File: config.mk
export PLATFORM = sky130hd
export DESIGN_NAME = period_counter
export DESIGN_NICKNAME = d
export VERILOG_FILES = /design/src/rtl/period_counter_pkg.sv /design/src/rtl/sync_edge_detect.sv /design/src/rtl/period_counter.sv
export SDC_FILE = /design/constraint.sdc
export NUM_CORES = 1
export LEC_CHECK = 0
export CAP_MARGIN = 20
export CELL_PAD_IN_SITES_DETAIL_PLACEMENT = 1
export CELL_PAD_IN_SITES_GLOBAL_PLACEMENT = 2
export CORE_MARGIN = 8
export CORE_UTILIZATION = 41
export DETAILED_ROUTE_END_ITERATION = 12
export PLACE_DENSITY_LB_ADDON = 0.1
export SLEW_MARGIN = 5
export SYNTH_ARGS = -nofsm -noshare
export SYNTH_HDL_FRONTEND = slang
export SYNTH_SLANG_ARGS = --single-unit
File: constraint.sdc
create_clock -name clk -period 4.4 [get_ports clk]
set_input_delay 0.66 -clock clk [delete_from_list [all_inputs] [get_ports clk]]
set_output_delay 0.66 -clock clk [all_outputs]
set_load 0.01 [all_outputs]
File: src/rtl/period_counter_pkg.sv
// Shared types and constants for the period counter.
// State encoding, counter ceiling and default prescale.
package period_counter_pkg;

  typedef enum logic [1:0] {
    IDLE,
    WAIT_FIRST,
    MEASURE,
    DONE
  } state_e;

  localparam logic [15:0] MAX_COUNT = 16'hFFFF;
  localparam int unsigned DEFAULT_PRESCALE = 100;

endpackage

File: src/rtl/sync_edge_detect.sv
// Multi-flop synchronizer followed by a registered rising-edge detector.
// The edge pulse lags sig_in by SYNC_STAGES+1 cycles.
module sync_edge_detect #(
  parameter int unsigned SYNC_STAGES = 2
) (
  input  logic clk,
  input  logic reset_n,
  input  logic sig_in,
  output logic edge_o
);

  logic [SYNC_STAGES-1:0] sync_q;
  logic                   prev_q;

  always_ff @(posedge clk or negedge reset_n) begin
    if (!reset_n) begin
      sync_q <= '0;
      prev_q <= 1'b0;
      edge_o <= 1'b0;
    end else begin
      sync_q <= {sync_q[SYNC_STAGES-2:0], sig_in};
      prev_q <= sync_q[SYNC_STAGES-1];
      edge_o <= sync_q[SYNC_STAGES-1] & ~prev_q;
    end
  end

endmodule

File: src/rtl/period_counter.sv
// Measures the sig_in period between two rising edges in prescaled ticks.
// Single-shot or continuous; results saturate at MAX_COUNT.
module period_counter
  import period_counter_pkg::*;
#(
  parameter int unsigned PRESCALE    = DEFAULT_PRESCALE,
  parameter int unsigned SYNC_STAGES = 2
) (
  input  logic        clk,
  input  logic        reset_n,
  input  logic        sig_in,
  input  logic        start,
  input  logic        cont_mode,
  output logic [15:0] period_out,
  output logic        valid,
  output logic        busy,
  output logic        overflow
);

  localparam logic [15:0] PSC_LAST = 16'(PRESCALE - 1);

  state_e      state_q;
  logic [15:0] psc_q;
  logic [15:0] cnt_q;
  logic [15:0] psc_d;
  logic [15:0] cnt_d;
  logic        edge_s;
  logic        tick;
  logic        sat;

  sync_edge_detect #(
    .SYNC_STAGES(SYNC_STAGES)
  ) u_sync (
    .clk    (clk),
    .reset_n(reset_n),
    .sig_in (sig_in),
    .edge_o (edge_s)
  );

  // cnt_d already includes the tick of the current cycle,
  // so on a closing edge it equals floor(N / PRESCALE).
  assign tick  = (psc_q == PSC_LAST);
  assign psc_d = tick ? '0 : psc_q + 16'd1;
  assign cnt_d = tick ? cnt_q + 16'd1 : cnt_q;
  assign sat   = tick && (cnt_q == MAX_COUNT - 16'd1);

  always_ff @(posedge clk or negedge reset_n) begin
    if (!reset_n) begin
      state_q    <= IDLE;
      psc_q      <= '0;
      cnt_q      <= '0;
      period_out <= '0;
      overflow   <= 1'b0;
      valid      <= 1'b0;
      busy       <= 1'b0;
    end else begin
      valid <= 1'b0;
      unique case (state_q)
        IDLE: begin
          if (start || cont_mode) begin
            state_q <= WAIT_FIRST;
            busy    <= 1'b1;
            psc_q   <= '0;
            cnt_q   <= '0;
          end
        end
        WAIT_FIRST: begin
          psc_q <= psc_d;
          cnt_q <= cnt_d;
          if (edge_s) begin
            state_q <= MEASURE;
            psc_q   <= '0;
            cnt_q   <= '0;
          end else if (sat) begin
            state_q    <= DONE;
            busy       <= 1'b0;
            valid      <= 1'b1;
            period_out <= MAX_COUNT;
            overflow   <= 1'b1;
          end
        end
        MEASURE: begin
          psc_q <= psc_d;
          cnt_q <= cnt_d;
          if (edge_s) begin
            state_q    <= DONE;
            busy       <= 1'b0;
            valid      <= 1'b1;
            period_out <= cnt_d;
            overflow   <= 1'b0;
          end else if (sat) begin
            state_q    <= DONE;
            busy       <= 1'b0;
            valid      <= 1'b1;
            period_out <= MAX_COUNT;
            overflow   <= 1'b1;
          end
        end
        DONE: begin
          if (cont_mode) begin
            state_q <= WAIT_FIRST;
            busy    <= 1'b1;
            psc_q   <= '0;
            cnt_q   <= '0;
          end else begin
            state_q <= IDLE;
          end
        end
      endcase
    end
  end

endmodule

Word level (Yosys, flattened, before mapping)
Cells that the tools add are included.

Bits in registers: 57. Output and inout port bits: 19. Logic and storage cells: 61. Bits of input ports: 5.

Reductions and logical operators: 7. Equal/unequal tests: 8. Bitwise logic cells: 2. Mux-type cells: 32. $add $sub $neg: 2.

Operator list (count): $mux W16 (9); $pmux W16 S4 (2); $add A16 B1 Y16 const B (2); $pmux W16 S2 (1); $eq A16 B16 Y1 const B (1); $eq A16 B7 Y1 const B (1); $mux W1 (12); $mux W2 (4); $pmux W2 S4 (1); $ne A2 B2 Y1 const B (3); $eq A2 B2 Y1 const B (2); $pmux W1 S2 (2); $pmux W1 S4 (1); $reduce_and A2 Y1 (2); $reduce_and A3 Y1 (1); $eq A2 B1 Y1 const B (1); $logic_not A2 Y1 (1); $reduce_bool A2 Y1 (1); $and A1 B1 Y1 (1); $logic_and A1 B1 Y1 (1); $logic_or A1 B1 Y1 (1); $not A1 Y1 (1).

Logic depth before layout (Yosys ltp)
Gate-level depths: netlist (run 1).

Depth after elaboration: 5. Depth in mapped cells: 8. Mapped depth without buffers: 7.

Hierarchy
A second synthesis (run 1) with hierarchy kept.

Cell total of the unflattened synthesis: 306. Area, all modules: 3136.8 µm².

Modules (own cells, without submodules): period_counter (instances 1, seq. area each 1326.3 µm², area each 3022.9 µm², cells an instance 301); sync_edge_detect (instances 1, seq. area each 100.1 µm², area each 113.9 µm², cells an instance 5).

Worst setup path after synthesis (run 1)
No wires, ideal clock.

Kind: flip-flop to flip-flop. Start: register state_q[0]. End: register period_out[0]. Slack: 2413 ps. Required time: 4257 ps. Cell stages (with the launch flop): 7. Period minus slack after synthesis: 1987 ps. Library setup time: 143 ps. Arrival time: 1845 ps. Path buffers: 1. Cells stage by stage: dfrtp_1 inv_1 ha_1 inv_1 nor3b_1 clkbuf_1 a2bb2oi_2.

Longest elaborated chain between the ends: 3. Elaborated cells on any way between the ends: 6. Those cells by class: 3 x eq/ne; 1 x mux; 2 x reduce/logical.

RTL lines: from (decl) (line period_counter.sv:22) `state_e state_q;`; from (signal assigned) (line period_counter.sv:49) `state_q <= IDLE;`; from (signal assigned) (line period_counter.sv:61) `state_q <= WAIT_FIRST;`; from (signal assigned) (line period_counter.sv:71) `state_q <= MEASURE;`; $eq A2 B1 Y1 / $eq A2 B2 Y1 (equally long branches) (line period_counter.sv:58) `unique case (state_q)`; $ne A2 B2 Y1 (no source line) / $reduce_bool A2 Y1 (equally long branches); $reduce_and A2 Y1 (no source line); to (signal assigned) (line period_counter.sv:89) `period_out <= cnt_d;`; to (decl) (line period_counter.sv:14) `output logic [15:0] period_out,`.

Parallel ways exist; a longest one is shown, timed or not. A chain may end at the register's enable or synchronous reset.

Worst setup path in the final report (run 1)
Start: register state_q[1]. End: register cnt_q[8].

Longest elaborated chain between the ends: 3. Elaborated cells on any way between the ends: 8. Those cells by class: 5 x eq/ne; 1 x mux; 2 x reduce/logical.

RTL lines: $eq A2 B2 Y1 / $logic_not A2 Y1 (equally long branches) (line period_counter.sv:58); $ne A2 B2 Y1 (no source line); $reduce_and A2 Y1 (no source line); to (signal assigned) (line period_counter.sv:69) `cnt_q <= cnt_d;`; to (signal assigned) (line period_counter.sv:84) `cnt_q <= cnt_d;`; to (decl) (line period_counter.sv:24) `logic [15:0] cnt_q;`.

Parallel ways exist; a longest one is shown, timed or not.

==> results of run 1 <==
[cell families after synthesis]
logic type / after synthesis / synth area share, %
xor gates and xnor gates: 20 / 5.51
buffers and inverters: 27 / 3.74
AOI/OAI and AO/OA: 91 / 21.3
adders and majority gates: 9 / 3.54
and+or+nand+nor: 113 / 20.7
muxes: 1 / 0.354
DFF: 57 / 44.8
[metrics by stage]
step	util, %	cell area (um2)	total power, mW	cells
after floorplan	-	3180	1.04	318
after global placement	46.3	3520	1.26	436
after detailed placement	46.3	3520	1.28	436
after CTS	48.8	3710	1.78	452
after global routing	48.8	3710	1.87	452
final	48.8	3710	1.75	452
[synth_stat cells, types with 3 or more instances]
cell type   n
a31oi_1     5
and2_1      5
clkbuf_1    8
o21ai_0    27
a2bb2oi_2  10
a2bb2oi_1   7
nand3b_1    3
nor2_1     21
nand4_1     9
inv_1      14
nand3_1    15
nor4_1      3
dfrtp_1    57
a22o_1      4
nor3_1      6
or3_1       8
nand2_1    17
xnor2_1    11
o31ai_1    10
and4_1      4
a21oi_1    16
xor2_1      9
nor2b_1     4
ha_1        9
and3_1      6
[worst max-delay path, stage by stage, from the launching register on]
cell	delay, ns
dfrtp_1	0.44
inv_1	0.12
ha_1	0.28
nor2b_1	0.25
o21a_1	0.36
nand2_1	0.44
or3_1	0.47
o21ai_0	0.08
[power breakdown]
part	total [mW]	leakage (nW)	internal, mW	switching, mW
sequential	0.623	0.706	0.579	0.0439
combinational	0.637	0.633	0.259	0.378
clock	0.495	0.102	0.273	0.222
total	1.75	1.44	1.11	0.643
[worst max-delay path by stage]
stage	startpoint	to	slack, ns	depth (start not counted)
detailed placement	state_q[1]	cnt_q[8]	1.87	7
global route	state_q[1]	cnt_q[0]	1.70	8
global placement	start	psc_q[9]	1.93	6
floorplan	state_q[0]	period_out[0]	2.41	6
CTS	state_q[1]	cnt_q[8]	1.90	7
finish	state_q[1]	cnt_q[8]	1.89	7
[registers in the layout, indices dropped and copies added, names as in the netlist]
name	flops
u_sync.sync_q	2
busy	1
valid	1
cnt_q	16
u_sync.prev_q	1
state_q	2
overflow	1
period_out	16
psc_q	16
u_sync.edge_o	1
[final cells by class]
class	instances	area [um2]	share of cell area (%)
clock inverters	6	57.6	1.55
well taps	102	128	3.44
multi-input cells	234	1640	44.2
repair buffers	29	270	7.28
clock buffers	10	138	3.71
inverters	14	52.6	1.42
flip-flops and latches	57	1430	38.4
[routing by layer]
metal / GRT usage, % / part of all wire (%) / vias to the layer above
met4: 6.83 / 1.5 / 0
li1: - / - / 1224
met3: 3.10 / 2.4 / 10
met2: 25.0 / 46 / 29
met1: 21.4 / 51 / 1313
met5: 0 / 0 / -
==> results.toml, run 1 <==
[grt]
grt_max_degree = 42
grt_pass1_vias = 2804
overflow = 0
grt_antenna_before_repair = 0
grtUsageTotal_pct = 16.1
grt_pass1_wl_um = 14300

[yosys]
async_reset_ff_share_pct = 100
syn_area_um2 = 3180
ys_seq_elements = 57
synth.avg_cell_area_um2 = 10.0
synth_ff_type = "dfrtp_1"
synth_area_leaders = "dfrtp_1 (45%), a2bb2oi_2 (4.7%), o21ai_0 (4.2%), ha_1 (3.5%), xnor2_1 (3.0%)"
synth_nets = 332
yosysTopAreaCell = "dfrtp_1"
seq_area_frac_synth_pct = 44.8
synthCells = 318
synth_edf_count = 0
ys_types = 51
ys_warn_count = 0
synth_top_area_share_pct = 44.8

[drt]
via_per_inst = 5.70
drtPass1Iterations = 4
drt-initial-drc-count = 56
num_vias = 2576
wirelength_um = 8180
antenna_left = 0
wl_per_cell_um = 18.1
drcViolationCount = 0

[setup_path]
required_ns = 4.66
worst-r2r-cell-count = 7
reg2reg_slack_ns = 1.89
r2r-end = "cnt_q[8]"
critPathMaxFanout = 15
cp-end-kind = "flip-flop"
critPathArrivalTime_ns = 2.77
cp-start-kind = "flip-flop"
worstSetupPathType = "reg2reg"
timing.rr.start = "state_q[1]"

[sta]
finalCritPeriodShare_pct = 57.0
period_needed_ns = 2.51
rsz0062_at_grt = "false"
layout_setup_ws_ns = 1.89
timing.fmax_mhz = 399
worst_pin_slew_ns = 0.939
maxSlewViolCount = 0
relSlewSlack_pct = 37.4
holdWs_ns = 0.354
hold_viol = 0
skew_ns = 0.0110
fin_setup_tns_ns = 0
finalSetupViolCount = 0

[min_path]
holdCritStartpoint = "u_sync.sync_q[0]"
hold_path_depth = 0
hold_path_class = "reg2reg"
holdPathEnd = "u_sync.sync_q[1]"

[finish]
drive_gt1_share_pct = 12.3
final_common_cell = "dfrtp_1"
final_nets = 359
area_growth_pct = 16.7
final_cell_mix = "dfrtp_1 (57), o21ai_0 (27), clkdlybuf4s50_1 (22)"
fillerInstances = 877
antenna_cells = 0

[clocking]
cts-root-buf = "clkbuf_8"
h-tree-depth = 3
cts_setup_buffers = 0
clk_latency_ns = 0.34
post_cts_resized = 0
clkTransAtPathRegs_ns = 0.07
cts_buffers = 9
cts.path.max_buffers = 2
cts_tree = "done"
cts_hold_buf = 0
clock_sinks = 57

[place]
gp_congestion = 0.792
place_ws_ns = 1.87
dp_hpwl_um = 5690
port_buffers = 23

[floorplan]
fp-row-count = 32
die_h_um = 104
pin_count = 24
die_x_um = 104
floorplan.initialDensity_pct = 41.8
core_area_um2 = 7610
die_area_um2 = 10800

[power]
pwr_density_cell_nw_per_um2 = 472
peakVddDrop_uv = 218
power_leakage_nw = 1.44

[outcome]
status = "complete, no violations"

[flow_run]
cap_viol_max_count = 0
No activity file was read; power rests on OpenSTA's default activity.
==> run 2, diff against run 1 <==
--- a/config.mk
+++ b/config.mk
@@ -9,7 +9,7 @@
 export CELL_PAD_IN_SITES_DETAIL_PLACEMENT = 1
 export CELL_PAD_IN_SITES_GLOBAL_PLACEMENT = 2
 export CORE_MARGIN = 8
-export CORE_UTILIZATION = 41
+export CORE_UTILIZATION = 34
 export DETAILED_ROUTE_END_ITERATION = 12
 export PLACE_DENSITY_LB_ADDON = 0.1
 export SLEW_MARGIN = 5
==> constraint.sdc (replaced) <==
create_clock -name clk -period 2.05 [get_ports clk]
set_input_delay 0.3075 -clock clk [delete_from_list [all_inputs] [get_ports clk]]
set_output_delay 0.3075 -clock clk [all_outputs]
set_load 0.01 [all_outputs]
==> results.toml, run 2 (synthesis results as in run 1) <==
[outcome]
status = "complete, no violations"

[grt]
grtUsageTotal_pct = 14.7
grt_pass1_vias = 2875
grt_max_degree = 58
overflow = 0
grt_antenna_before_repair = 0
grt_pass1_wl_um = 15000

[sta]
hold_viol = 0
worst_pin_slew_ns = 0.336
maxSlewViolCount = 0
period_needed_ns = 1.92
finalSetupViolCount = 0
rsz0062_at_grt = "false"
relSlewSlack_pct = 77.4
skew_ns = 0.0120
fin_setup_tns_ns = 0
timing.fmax_mhz = 520
finalCritPeriodShare_pct = 93.8

[finish]
final_common_cell = "dfrtp_1"
ff_latch_area_um2 = 1430
area_growth_pct = 28.5
top_regs = "cnt_q (16), period_out (16), psc_q (16)"
drive_gt1_share_pct = 22.1
antenna_cells = 0
fillerInstances = 1022
utilization_pct = 44.7
final_nets = 393
multi_input_area_um2 = 1690
final_cell_mix = "dfrtp_1 (57), buf_4 (35), o21ai_0 (27)"

[place]
dp_hpwl_um = 6350
port_buffers = 23
gp_congestion = 0.834

[drt]
via_per_inst = 5.44
drtPass1Iterations = 4
num_vias = 2695
wirelength_um = 8890
drt-initial-drc-count = 78
drcViolationCount = 0
antenna_left = 0
wl_per_cell_um = 17.9

[floorplan]
fp-row-count = 35
die_h_um = 113
pin_count = 24
core_area_um2 = 9150
die_x_um = 113
floorplan.initialDensity_pct = 34.8
die_area_um2 = 12700

[setup_path]
cp-end-kind = "flip-flop"
worstSetupPathType = "reg2reg"
required_ns = 2.30
critPathMaxFanout = 8
cp-start-kind = "flip-flop"
critPathArrivalTime_ns = 2.18

[clocking]
clkTransAtPathRegs_ns = 0.07
cts-root-buf = "clkbuf_8"
cts.path.max_buffers = 2
cts_buffers = 9
cts_tree = "done"
clk_latency_ns = 0.34
clock_sinks = 57
h-tree-depth = 3

[power]
pwr_density_cell_nw_per_um2 = 1020
power_leakage_nw = 1.64
peakVddDrop_uv = 403

[flow_run]
cap_viol_max_count = 0

[min_path]
hold_path_class = "reg2reg"
## run 2: cell types whose count changed in the layout (fill, tap and decap cells not counted), moves of 2 or more
cell / delta
buf_12: +3
buf_4: +29
nor2b_1: -2
nor2b_2: +2
## run 2: path summary, 6_finish.rpt
| check | endpoint | slack (ns) | cells after the start | from |
|---|---|---|---|---|
| setup / recovery | psc_q[5] | 0.13 | 8 | state_q[0] |
| hold / removal | u_sync.sync_q[1] | 0.35 | 0 | u_sync.sync_q[0] |
| setup reg to reg | psc_q[5] | 0.13 | 8 | state_q[0] |
| hold reg to reg | u_sync.sync_q[1] | 0.35 | 0 | u_sync.sync_q[0] |
| max in group asynchronous | cnt_q[2] | 1.27 | 3 | reset_n |
| min in group asynchronous | state_q[1] | 0.50 | 3 | reset_n |
## run 2: through the flow
| stage | worst slack (ns) | hold slack, ns | cell area, um2 | total power, mW | cells |
|---|---|---|---|---|---|
| 6_report | 0.128 | 0.353 | 4090 | 4.16 | 495 |
| 5_1_grt | 0.00419 | 0.367 | 4090 | 4.39 | 495 |
| 4_1_cts | 0.0184 | 0.358 | 4030 | 4.17 | 494 |
| 3_5_place_dp | -0.00423 | 0.342 | 3810 | 2.99 | 477 |
| 3_3_place_gp | 0.0728 | 0.336 | 3810 | 2.96 | 477 |
| 2_1_floorplan | 0.0625 | 0.0119 | 3180 | 2.22 | 318 |
## run 2: power breakdown
part           switching, mW  internal (mW)
combinational          0.913          0.760
sequential            0.0860           1.24
clock                  0.478          0.678
total                   1.48           2.68
## run 2: worst max-delay path, cell delays in order, from the launching register on
cell	delay (ns)
dfrtp_1	0.42
inv_2	0.08
ha_1	0.20
nor2b_2	0.17
o21bai_2	0.23
o211ai_1	0.12
buf_4	0.19
or3_1	0.34
o21ai_0	0.08
## run 2: area by class of cell
cell class	count	share of cell area [%]
multi-input cells	234	41.4
well taps	111	3.40
clock buffers	10	3.12
inverters	14	1.28
repair buffers	63	13.9
clock inverters	6	2.02
flip-flops and latches	57	34.9
## run 2: what timing repair did
| action | 4_1_cts | 5_1_grt |
|---|---|---|
| buffers inserted | 0 | 1 |
| resized for setup | 1 | 13 |
| endpoints found under the hold margin | 57 | 0 |
| setup endpoints to repair | 2 | 37 |
| pin swaps | 0 | 3 |
| hold buffers | 1 | 0 |
## run 2: metal layers
layer	routed length (um)	share of wire, %	vias up	global-route usage (%)
li1	-	-	1292	-
met1	4440	50	1360	19.1
met4	122	1.4	0	5.13
met5	0	0	-	0
met3	274	3.1	10	3.57
met2	4050	46	33	23.1
==> run 3, diff against run 2 <==
--- a/config.mk
+++ b/config.mk
@@ -12,7 +12,7 @@
 export CORE_UTILIZATION = 34
 export DETAILED_ROUTE_END_ITERATION = 12
 export PLACE_DENSITY_LB_ADDON = 0.1
-export SLEW_MARGIN = 5
+export SLEW_MARGIN = 40
 export SYNTH_ARGS = -nofsm -noshare
 export SYNTH_HDL_FRONTEND = slang
 export SYNTH_SLANG_ARGS = --single-unit
==> results of run 3 <==
Same layout as run 2: the final DEF is identical, and so are final timing and power.
